## config.mk

```make
export PLATFORM = sky130hd
export DESIGN_NAME = spell_mem_arbiter
export DESIGN_NICKNAME = d
export VERILOG_FILES = /design/src/rtl/spell_mem_arbiter.sv
export SDC_FILE = /design/constraint.sdc
export NUM_CORES = 1
export LEC_CHECK = 0
export CAP_MARGIN = 40
export CORE_AREA = 4 4 68 70
export CTS_BUF_LIST = sky130_fd_sc_hd__clkbuf_8
export CTS_CLUSTER_SIZE = 16
export DETAILED_ROUTE_END_ITERATION = 8
export DIE_AREA = 0 0 72 74
export MAX_ROUTING_LAYER = met4
export PLACE_DENSITY = 0.81
export SETUP_SLACK_MARGIN = 0.5
export SLEW_MARGIN = 10
export SYNTH_ARGS = -nofsm -noshare
export SYNTH_HDL_FRONTEND = slang
export SYNTH_SLANG_ARGS = --single-unit
```

## constraint.sdc

```tcl
create_clock -name clock -period 2.3 [get_ports clock]
set_input_delay 0.575 -clock clock [delete_from_list [all_inputs] [get_ports clock]]
set_output_delay 0.575 -clock clock [all_outputs]
set_load 0.01 [all_outputs]
```

## src/rtl/spell_mem_arbiter.sv

```systemverilog
// Two-port arbiter sharing the spell memory between the spell core (A) and the
// Wishbone bridge (B): round-robin or fixed priority, latched request, timeout.
//
// Handshake: a requester raises *_select with stable fields and holds it until
// the single-cycle *_data_ready pulse; mem_select behaves the same toward the
// memory and completes on mem_data_ready. The grant output is the FSM state
// (00 IDLE, 01 GRANT_A, 10 GRANT_B).
module spell_mem_arbiter #(
  parameter bit          FIXED_PRIORITY_A = 1'b0,
  parameter int unsigned TIMEOUT_CYCLES   = 255
) (
  input  logic       clock,
  input  logic       reset_n,
  input  logic       a_select,
  input  logic [7:0] a_addr,
  input  logic [7:0] a_data_in,
  input  logic [1:0] a_memory_type,
  input  logic       a_write,
  output logic       a_data_ready,
  output logic       a_timeout,
  input  logic       b_select,
  input  logic [7:0] b_addr,
  input  logic [7:0] b_data_in,
  input  logic [1:0] b_memory_type,
  input  logic       b_write,
  output logic       b_data_ready,
  output logic       b_timeout,
  output logic [7:0] data_out,
  output logic       mem_select,
  output logic       mem_write,
  output logic [7:0] mem_addr,
  output logic [7:0] mem_data_in,
  output logic [1:0] mem_type,
  input  logic [7:0] mem_data_out,
  input  logic       mem_data_ready,
  output logic [1:0] grant
);

  typedef enum logic [1:0] {
    IDLE    = 2'b00,
    GRANT_A = 2'b01,
    GRANT_B = 2'b10
  } state_t;

  localparam logic [7:0] CNT_LAST = 8'(TIMEOUT_CYCLES - 1);

  state_t     state_q, state_d;
  logic       last_b_q, last_b_d;
  logic [7:0] cnt_q, cnt_d;
  logic [7:0] addr_q, addr_d;
  logic [7:0] wdata_q, wdata_d;
  logic [1:0] type_q, type_d;
  logic       write_q, write_d;
  logic       own_select;
  logic       done;
  logic       timed_out;

  always_ff @(posedge clock or negedge reset_n) begin
    if (!reset_n) begin
      state_q  <= IDLE;
      last_b_q <= 1'b1;
      cnt_q    <= 8'h00;
      addr_q   <= 8'h00;
      wdata_q  <= 8'h00;
      type_q   <= 2'b00;
      write_q  <= 1'b0;
    end else begin
      state_q  <= state_d;
      last_b_q <= last_b_d;
      cnt_q    <= cnt_d;
      addr_q   <= addr_d;
      wdata_q  <= wdata_d;
      type_q   <= type_d;
      write_q  <= write_d;
    end
  end

  always_comb begin
    state_d      = state_q;
    last_b_d     = last_b_q;
    cnt_d        = cnt_q;
    addr_d       = addr_q;
    wdata_d      = wdata_q;
    type_d       = type_q;
    write_d      = write_q;
    own_select   = 1'b0;
    done         = 1'b0;
    timed_out    = 1'b0;
    a_data_ready = 1'b0;
    a_timeout    = 1'b0;
    b_data_ready = 1'b0;
    b_timeout    = 1'b0;
    data_out     = 8'h00;
    case (state_q)
      IDLE: begin
        // A wins a tie under fixed priority or when B was served last.
        if (a_select && (!b_select || FIXED_PRIORITY_A || last_b_q)) begin
          state_d  = GRANT_A;
          last_b_d = 1'b0;
          cnt_d    = 8'h00;
          addr_d   = a_addr;
          wdata_d  = a_data_in;
          type_d   = a_memory_type;
          write_d  = a_write;
        end else if (b_select) begin
          state_d  = GRANT_B;
          last_b_d = 1'b1;
          cnt_d    = 8'h00;
          addr_d   = b_addr;
          wdata_d  = b_data_in;
          type_d   = b_memory_type;
          write_d  = b_write;
        end
      end
      GRANT_A, GRANT_B: begin
        own_select = (state_q == GRANT_A) ? a_select : b_select;
        // A dropped select abandons the access silently.
        if (!own_select) begin
          state_d = IDLE;
        end else if (mem_data_ready) begin
          done     = 1'b1;
          data_out = mem_data_out;
          state_d  = IDLE;
        end else if (cnt_q == CNT_LAST) begin
          done      = 1'b1;
          timed_out = 1'b1;
          state_d   = IDLE;
        end else begin
          cnt_d = cnt_q + 8'd1;
        end
        if (state_q == GRANT_A) begin
          a_data_ready = done;
          a_timeout    = timed_out;
        end else begin
          b_data_ready = done;
          b_timeout    = timed_out;
        end
      end
      default: state_d = IDLE;
    endcase
  end

  assign mem_select  = (state_q != IDLE);
  assign mem_write   = write_q;
  assign mem_addr    = addr_q;
  assign mem_data_in = wdata_q;
  assign mem_type    = type_q;
  assign grant       = {state_q == GRANT_B, state_q == GRANT_A};

endmodule

```

==> flow_summary.json, run 1 <==
{
  "status": "finished with violations",
  "violations": "negative setup slack",
  "rows": 23,
  "critical_path_class": "flop to output pin",
  "drive_above_1_share_pct": 36.5,
  "rsz0062_at_grt": "true",
  "fin_crit_ps": 2420,
  "dr_total_vias": 1805,
  "gp_congestion": 0.794,
  "synthCells": 156,
  "async_reset_ff_share_pct": 100,
  "ir_worst_vdd_v": 0.000900,
  "final_max_slew_viol_count": 0,
  "finalCritPeriodShare_pct": 105,
  "grt_antenna_before_repair": 0,
  "fin_util_pct": 77.2,
  "track_usage_pct": 19.7,
  "crit_chain": "inv_2 -> ha_4 -> mux2_4 -> nand2_4 -> nor2_4 -> buf_6 -> buf_6 -> and2_4 -> buf_6",
  "diodes": 0,
  "pwr-share-clk_pct": 12.0,
  "die-area_um2": 5330,
  "sequentialPowerShare_pct": 23.9,
  "slew_headroom_pct": 74.6,
  "route.detailed.drc": 0,
  "wl_mm": 5.50,
  "final_cell_mix": "clkdlybuf4s50_1 (55), dfrtp_1 (28), buf_4 (25)",
  "synthesis.nets": 212,
  "cts_made_buffers": 5,
  "slowest_delay_ps": 400,
  "power_density_nw_per_um2": 1210,
  "wl_per_cell_um": 16.8,
  "overflow": 0,
  "fillers": 253,
  "die_w_um": 72,
  "drv_cap": 0,
  "core-area_um2": 3970,
  "ys.flop_type": "dfrtp_1",
  "cp_top_family": "buffers and inverters",
  "io-pin-count": 85,
  "synth_top_family_by_area": "compound AO/OA/AOI/OAI gates",
  "cp_common_cell": "buf_6",
  "swShare_pct": 39.1,
  "total_leakage_power_uw": 0.00153,
  "synthXorXnorAreaFrac_pct": 0,
  "initial_core_util_pct": 39.9,
  "hold_violations": 0,
  "tightest_slew_ps": 381,
  "synth-edff-count": 0,
  "dp_hpwl_mm": 3.62,
  "stdcell_count": 327,
  "place_inst": 301,
  "stdcell_area_um2": 3070,
  "critPathBufInv": 4,
  "start_kind": "flop",
  "hold_buffers": 0,
  "synth_area_per_cell_um2": 10.2,
  "worstHoldPathType": "flop to flop",
  "synthAdderAreaFrac_pct": 3.95,
  "drt_iter0_markers": 151,
  "syn2layout_area_growth_pct": 93.5,
  "ys.warnings.count": 0,
  "finalClockSkew_ps": 7.08,
  "synthSimpleGateAreaFrac_pct": 14.0,
  "insertion_delay_ps": 290,
  "io_buffers": 84,
  "tns_ps": -646,
  "switchingPower_uw": 1450,
  "fmax_ghz": 0.413,
  "critPathArrivalTime_ps": 1850,
  "slowest_stage": "dfrtp_1",
  "synth.yosys.seq_area_share_pct": 47.5,
  "first_global_vias": 1759,
  "ys_seq_elements": 30,
  "report.final.setup_viol": 10,
  "layout_commonest_cell": "clkdlybuf4s50_1",
  "h-tree-depth": 2,
  "die-height_um": 74,
  "critPathCaptureType": "output pin",
  "worstPathRequired_ps": 1730,
  "clk_pin_slew_ps": 70,
  "netlist_area_um2": 1580,
  "drtPass1Iterations": 6,
  "grt_pass1_wl_mm": 7.87,
  "combPwrFrac_pct": 64.1,
  "synthMuxAreaShare_pct": 0.948,
  "placed_cell_area_um2": 2640,
  "hold_slack_ps": 487,
  "worst_slack_ps": -123,
  "ys_types": 39,
  "grt_max_degree": 31,
  "synth_compound_area_share_pct": 25.1,
  "viasPerCell": 5.52,
  "worst-path-max-fanout": 5,
  "power.internal_uw": 2260,
  "cts_max_path_buffers": 2,
  "postRouteAntennaNets": 0,
  "cts_tree": "built",
  "cts-root-buf": "clkbuf_8",
  "clock-sinks": 30,
  "nets": 332
}
through the flow:
stage / total power, uW / setup WS (ps)
final: 3710 / -123
after floorplan: 1850 / 355
after detailed placement: 2720 / -440
after CTS: 3390 / -88.2
after global routing: 3950 / -183
after global placement: 2670 / -394
final cells by class:
class / instances / area, um^2 / area share (%)
repair buffers: 121 / 1180 / 38.6
well taps: 50 / 62.6 / 2.04
multi-input cells: 93 / 878 / 28.7
clock inverters: 2 / 12.5 / 0.408
clock buffers: 6 / 82.6 / 2.69
inverters: 25 / 93.8 / 3.06
flip-flops and latches: 30 / 753 / 24.6
path summary, 6_finish.rpt:
check                                      startpoint                         end  slack [ps]  cells after the start
max reg2reg                    state_q[1]$_DFFE_PN0P_        cnt_q[5]$_DFFE_PN0P_         410                      9
min                        mem_data_in[6]$_DFFE_PN0P_  mem_data_in[6]$_DFFE_PN0P_         490                      2
min reg2reg                mem_data_in[6]$_DFFE_PN0P_  mem_data_in[6]$_DFFE_PN0P_         490                      2
max in group asynchronous                     reset_n        last_b_q$_DFFE_PN1P_        1320                      2
min in group asynchronous                     reset_n        cnt_q[4]$_DFFE_PN0P_         660                      2
max                            state_q[1]$_DFFE_PN0P_                 data_out[0]        -120                      9
state kept, by name (all words and copies together) (netlist names):
name         cells
last_b_q         1
mem_addr         8
cnt_q            8
state_q          2
mem_type         2
mem_data_in      8
mem_write        1
logic make-up after synthesis:
kind of cell,after synthesis
DFF,30
adders and majority gates,5
buffers and inverters,33
AOI/OAI and AO/OA,49
muxes,1
and+or+nand+nor,38
worst reg2reg max path, cell delays in order (launching register included):
cell and delay, ps:
dfrtp_1 380, inv_2 70, buf_6 120, ha_4 260, nand2_4 70, buf_4 140
buf_8 130, o41a_1 400, o21ai_1 130, o21ai_1 70
cells in the mapped netlist, drive strengths merged (2+ instances only):
master	n	area share [%]
a21oi	6	1.9
a31oi	4	1.6
nor3	3	1.3
a222oi	19	12
clkbuf	6	1.4
nor2	8	2.1
nand2	7	2.1
nand4	2	1.2
dfrtp	29	46
a21o	3	1.4
inv	25	5.9
o21ai	9	3.6
nand3	3	0.95
buf	2	1.2
and2	9	3.6
ha	5	3.9
power by group through the flow:
stage               Combinational [uW]  Clock [uW]  Sequential, uW
CTS                               2060         453             880
global route                      2560         476             910
finish                            2380         446             888
floorplan                          894           0             956
detailed placement                1840           0             879
global placement                  1790           0             876
routing by layer:
layer,vias up,share of wire [%],wire length (um),GRT usage (%)
met5,-,0,0,-
met4,0,2.9,157,7.72
met3,19,10,566,7.30
met2,105,52,2860,32.8
met1,864,35,1910,21.6
li1,817,-,-,-
what timing repair did:
item / in CTS / in global routing
cloned: 0 / 1
pin swaps: 5 / 18
gates resized for setup: 79 / 46
endpoints found under the setup margin: 43 / 51
buffers inserted: 12 / 5
No activity file was read; power rests on OpenSTA's default activity.
==> run 2: changes to the inputs <==
Settings changed: ABC_AREA set to 1, CORE_AREA 4 4 68 70 to 4 4 70 72, DIE_AREA 0 0 72 74 to 0 0 74 76.
==> run 2 against run 1 <==
  * The run now ends clean
  * Critical path depth grew 1
  * Highest routed layer unchanged
  * Largest cell class unchanged
  * Fmax rose by 9.0%
  * Die area rose by 5.6%
  * Sequential share of layout area down 0.24 points
==> flow_summary.json, run 2 <==
{
  "status": "completed",
  "cp_top_family": "buffers and inverters",
  "wl_mm": 4.83,
  "dp_slack_ps": -567,
  "grt.busiest_layer": "met2",
  "clk_pin_slew_ps": 60,
  "worstHoldPathType": "flop to flop",
  "tightest_slew_ps": 375,
  "viasPerCell": 4.64,
  "ys.warnings.count": 0,
  "synth-edff-count": 0,
  "final_cell_mix": "nand2_1 (82), clkdlybuf4s50_1 (58), inv_1 (41)",
  "report.final.setup_viol": 0,
  "critPathCaptureType": "output pin",
  "fmax_ghz": 0.450,
  "synthCells": 241,
  "grt_antenna_before_repair": 0,
  "route.detailed.drc": 0,
  "grtUsageMet3_pct": 5.80,
  "worst_slack_ps": 77.9,
  "cp_common_cell": "inv_2",
  "hold_violations": 0,
  "cts_tree": "built",
  "rows": 24,
  "stdcell_area_um2": 3090,
  "synth.area.top_cells": "dfrtp_1 (41%), nand2_1 (18%), inv_1 (10%)",
  "gp_congestion": 0.874,
  "stdcell_count": 407,
  "insertion_delay_ps": 280,
  "crit_chain": "inv_2 -> ha_4 -> inv_2 -> nand2_2 -> nand2_4 -> inv_4 -> nand3_4 -> buf_4 -> nor2_4 -> buf_6",
  "diodes": 0,
  "clock-sinks": 30,
  "drtPass1Iterations": 4,
  "place_inst": 388,
  "synth.most_common_cell": "nand2_1",
  "nets": 410,
  "synth_area_per_cell_um2": 7.28,
  "worstPathRequired_ps": 1730,
  "total_leakage_power_uw": 0.00155,
  "ys_top_cells_by_count": "nand2_1 (85), inv_1 (47), dfrtp_1 (29)",
  "syn2layout_area_growth_pct": 76.1,
  "async_reset_ff_share_pct": 100,
  "netlist_area_um2": 1760,
  "r2r_setup_slack_ps": 580,
  "ys_seq_elements": 30,
  "die-area_um2": 5620,
  "finalCritPeriodShare_pct": 96.6,
  "first_global_vias": 1836,
  "drt_iter0_markers": 58,
  "h-tree-depth": 2,
  "rsz0062_at_grt": "true",
  "worst-path-max-fanout": 6,
  "grt_max_degree": 31,
  "grt_pass1_wl_mm": 7.95,
  "drive_above_1_share_pct": 24.8,
  "placed_cell_area_um2": 2870,
  "finalClockSkew_ps": 8.69,
  "slew_headroom_pct": 75.0,
  "layout_commonest_cell": "nand2_1",
  "die-height_um": 76,
  "core-area_um2": 4290,
  "cts-root-buf": "clkbuf_8",
  "synthesis.nets": 297,
  "synth.yosys.seq_area_share_pct": 42.8,
  "critPathArrivalTime_ps": 1650,
  "fin_crit_ps": 2220,
  "drv_cap": 0,
  "final_max_slew_viol_count": 0,
  "synth_top_area_share_pct": 41.3,
  "met2_usage_pct": 29.1,
  "postRouteAntennaNets": 0,
  "slowest_delay_ps": 390,
  "slowest_stage": "dfrtp_1",
  "cts_made_buffers": 5,
  "critical_path_class": "flop to output pin",
  "track_usage_pct": 18.2,
  "initial_core_util_pct": 40.9,
  "fin_util_pct": 72.0,
  "io-pin-count": 85,
  "io_buffers": 84,
  "cts_max_path_buffers": 2,
  "yosysTopAreaCell": "dfrtp_1",
  "critPathBufInv": 5,
  "ir_worst_vdd_v": 0.000605,
  "wl_per_cell_um": 11.9,
  "dp_hpwl_mm": 3.58,
  "overflow": 0,
  "dr_total_vias": 1890,
  "start_kind": "flop",
  "total_power_uw": 3290,
  "die_w_um": 74,
  "power_density_nw_per_um2": 1060,
  "ys.flop_type": "dfrtp_1",
  "ys_types": 19,
  "gr-usage-met1_pct": 20.9
}
-- run 2: changes by cell type after synthesis, moves of 3 or more --
cell	before	now
nand3_1	3	6
and2_1	9	0
clkbuf_1	6	0
o211ai_1	1	19
buf_2	0	4
o21ai_0	2	5
o21ai_1	6	0
a31oi_1	4	0
inv_1	25	47
nand2_1	6	85
nor2_1	7	21
a21o_1	3	0
a222oi_1	19	0
-- run 2: layout make-up --
cell class,instances,area (um^2)
clock buffers,5,68.8
clock inverters,3,13.8
fillers,321,1200
inverters,47,181
multi-input cells,158,930
flip-flops and latches,30,752
well taps,52,65.1
repair buffers,112,1080
-- run 2: what timing repair did --
| action | 4_1_cts | 5_1_grt |
|---|---|---|
| hold buffers | 0 | 0 |
| setup buffers | 6 | 5 |
| pin swaps | 6 | 6 |
| gates resized for setup | 86 | 15 |
| endpoints found under the setup margin | 15 | 30 |
-- run 2: kinds of logic (layout without fill, tap and decap cells) --
| kind of cell | count (synthesis) | count (layout) | share of synthesized area (%) |
|---|---|---|---|
| AOI/OAI and AO/OA | 30 | 30 | 12.0 |
| DFF | 30 | 30 | 42.8 |
| and+or+nand+nor | 123 | 123 | 29.1 |
| adders and majority gates | 5 | 5 | 3.56 |
| buffers and inverters | 53 | 167 | 12.5 |
-- run 2: report_power, final --
| part | switching [uW] | total, uW | internal [uW] |
|---|---|---|---|
| sequential | 113 | 864 | 750 |
| combinational | 1030 | 2020 | 993 |
| clock | 194 | 399 | 205 |
| total | 1340 | 3290 | 1950 |
-- run 2: final timing paths --
path,from,endpoint,cells after the start
setup / recovery,state_q[1]$_DFFE_PN0P_,data_out[3],10
min in group asynchronous,reset_n,mem_addr[0]$_DFFE_PN0P_,2
hold / removal,last_b_q$_DFFE_PN1P_,last_b_q$_DFFE_PN1P_,2
hold reg to reg,last_b_q$_DFFE_PN1P_,last_b_q$_DFFE_PN1P_,2
setup reg to reg,state_q[0]$_DFFE_PN0P_,cnt_q[4]$_DFFE_PN0P_,10
max in group asynchronous,reset_n,last_b_q$_DFFE_PN1P_,2
-- run 2: metal layers --
| layer | vias up | wire [um] |
|---|---|---|
| li1 | 964 | - |
| met1 | 860 | 1960 |
| met2 | 61 | 2430 |
| met3 | 5 | 390 |
| met4 | 0 | 46 |
| met5 | - | 0 |
-- run 2: tightest hold or removal path, cell delays in order, from the launching register on --
cell and delay (ps):
dfstp_2 360, inv_1 40, o21ai_0 80
-- run 2: through the flow --
step / hold slack [ps] / setup TNS, ps
3_5_place_dp: 492 / -6510
4_1_cts: 505 / 0
6_report: 496 / 0
5_1_grt: 522 / -54.2
2_1_floorplan: 279 / 0
3_3_place_gp: 478 / -5990
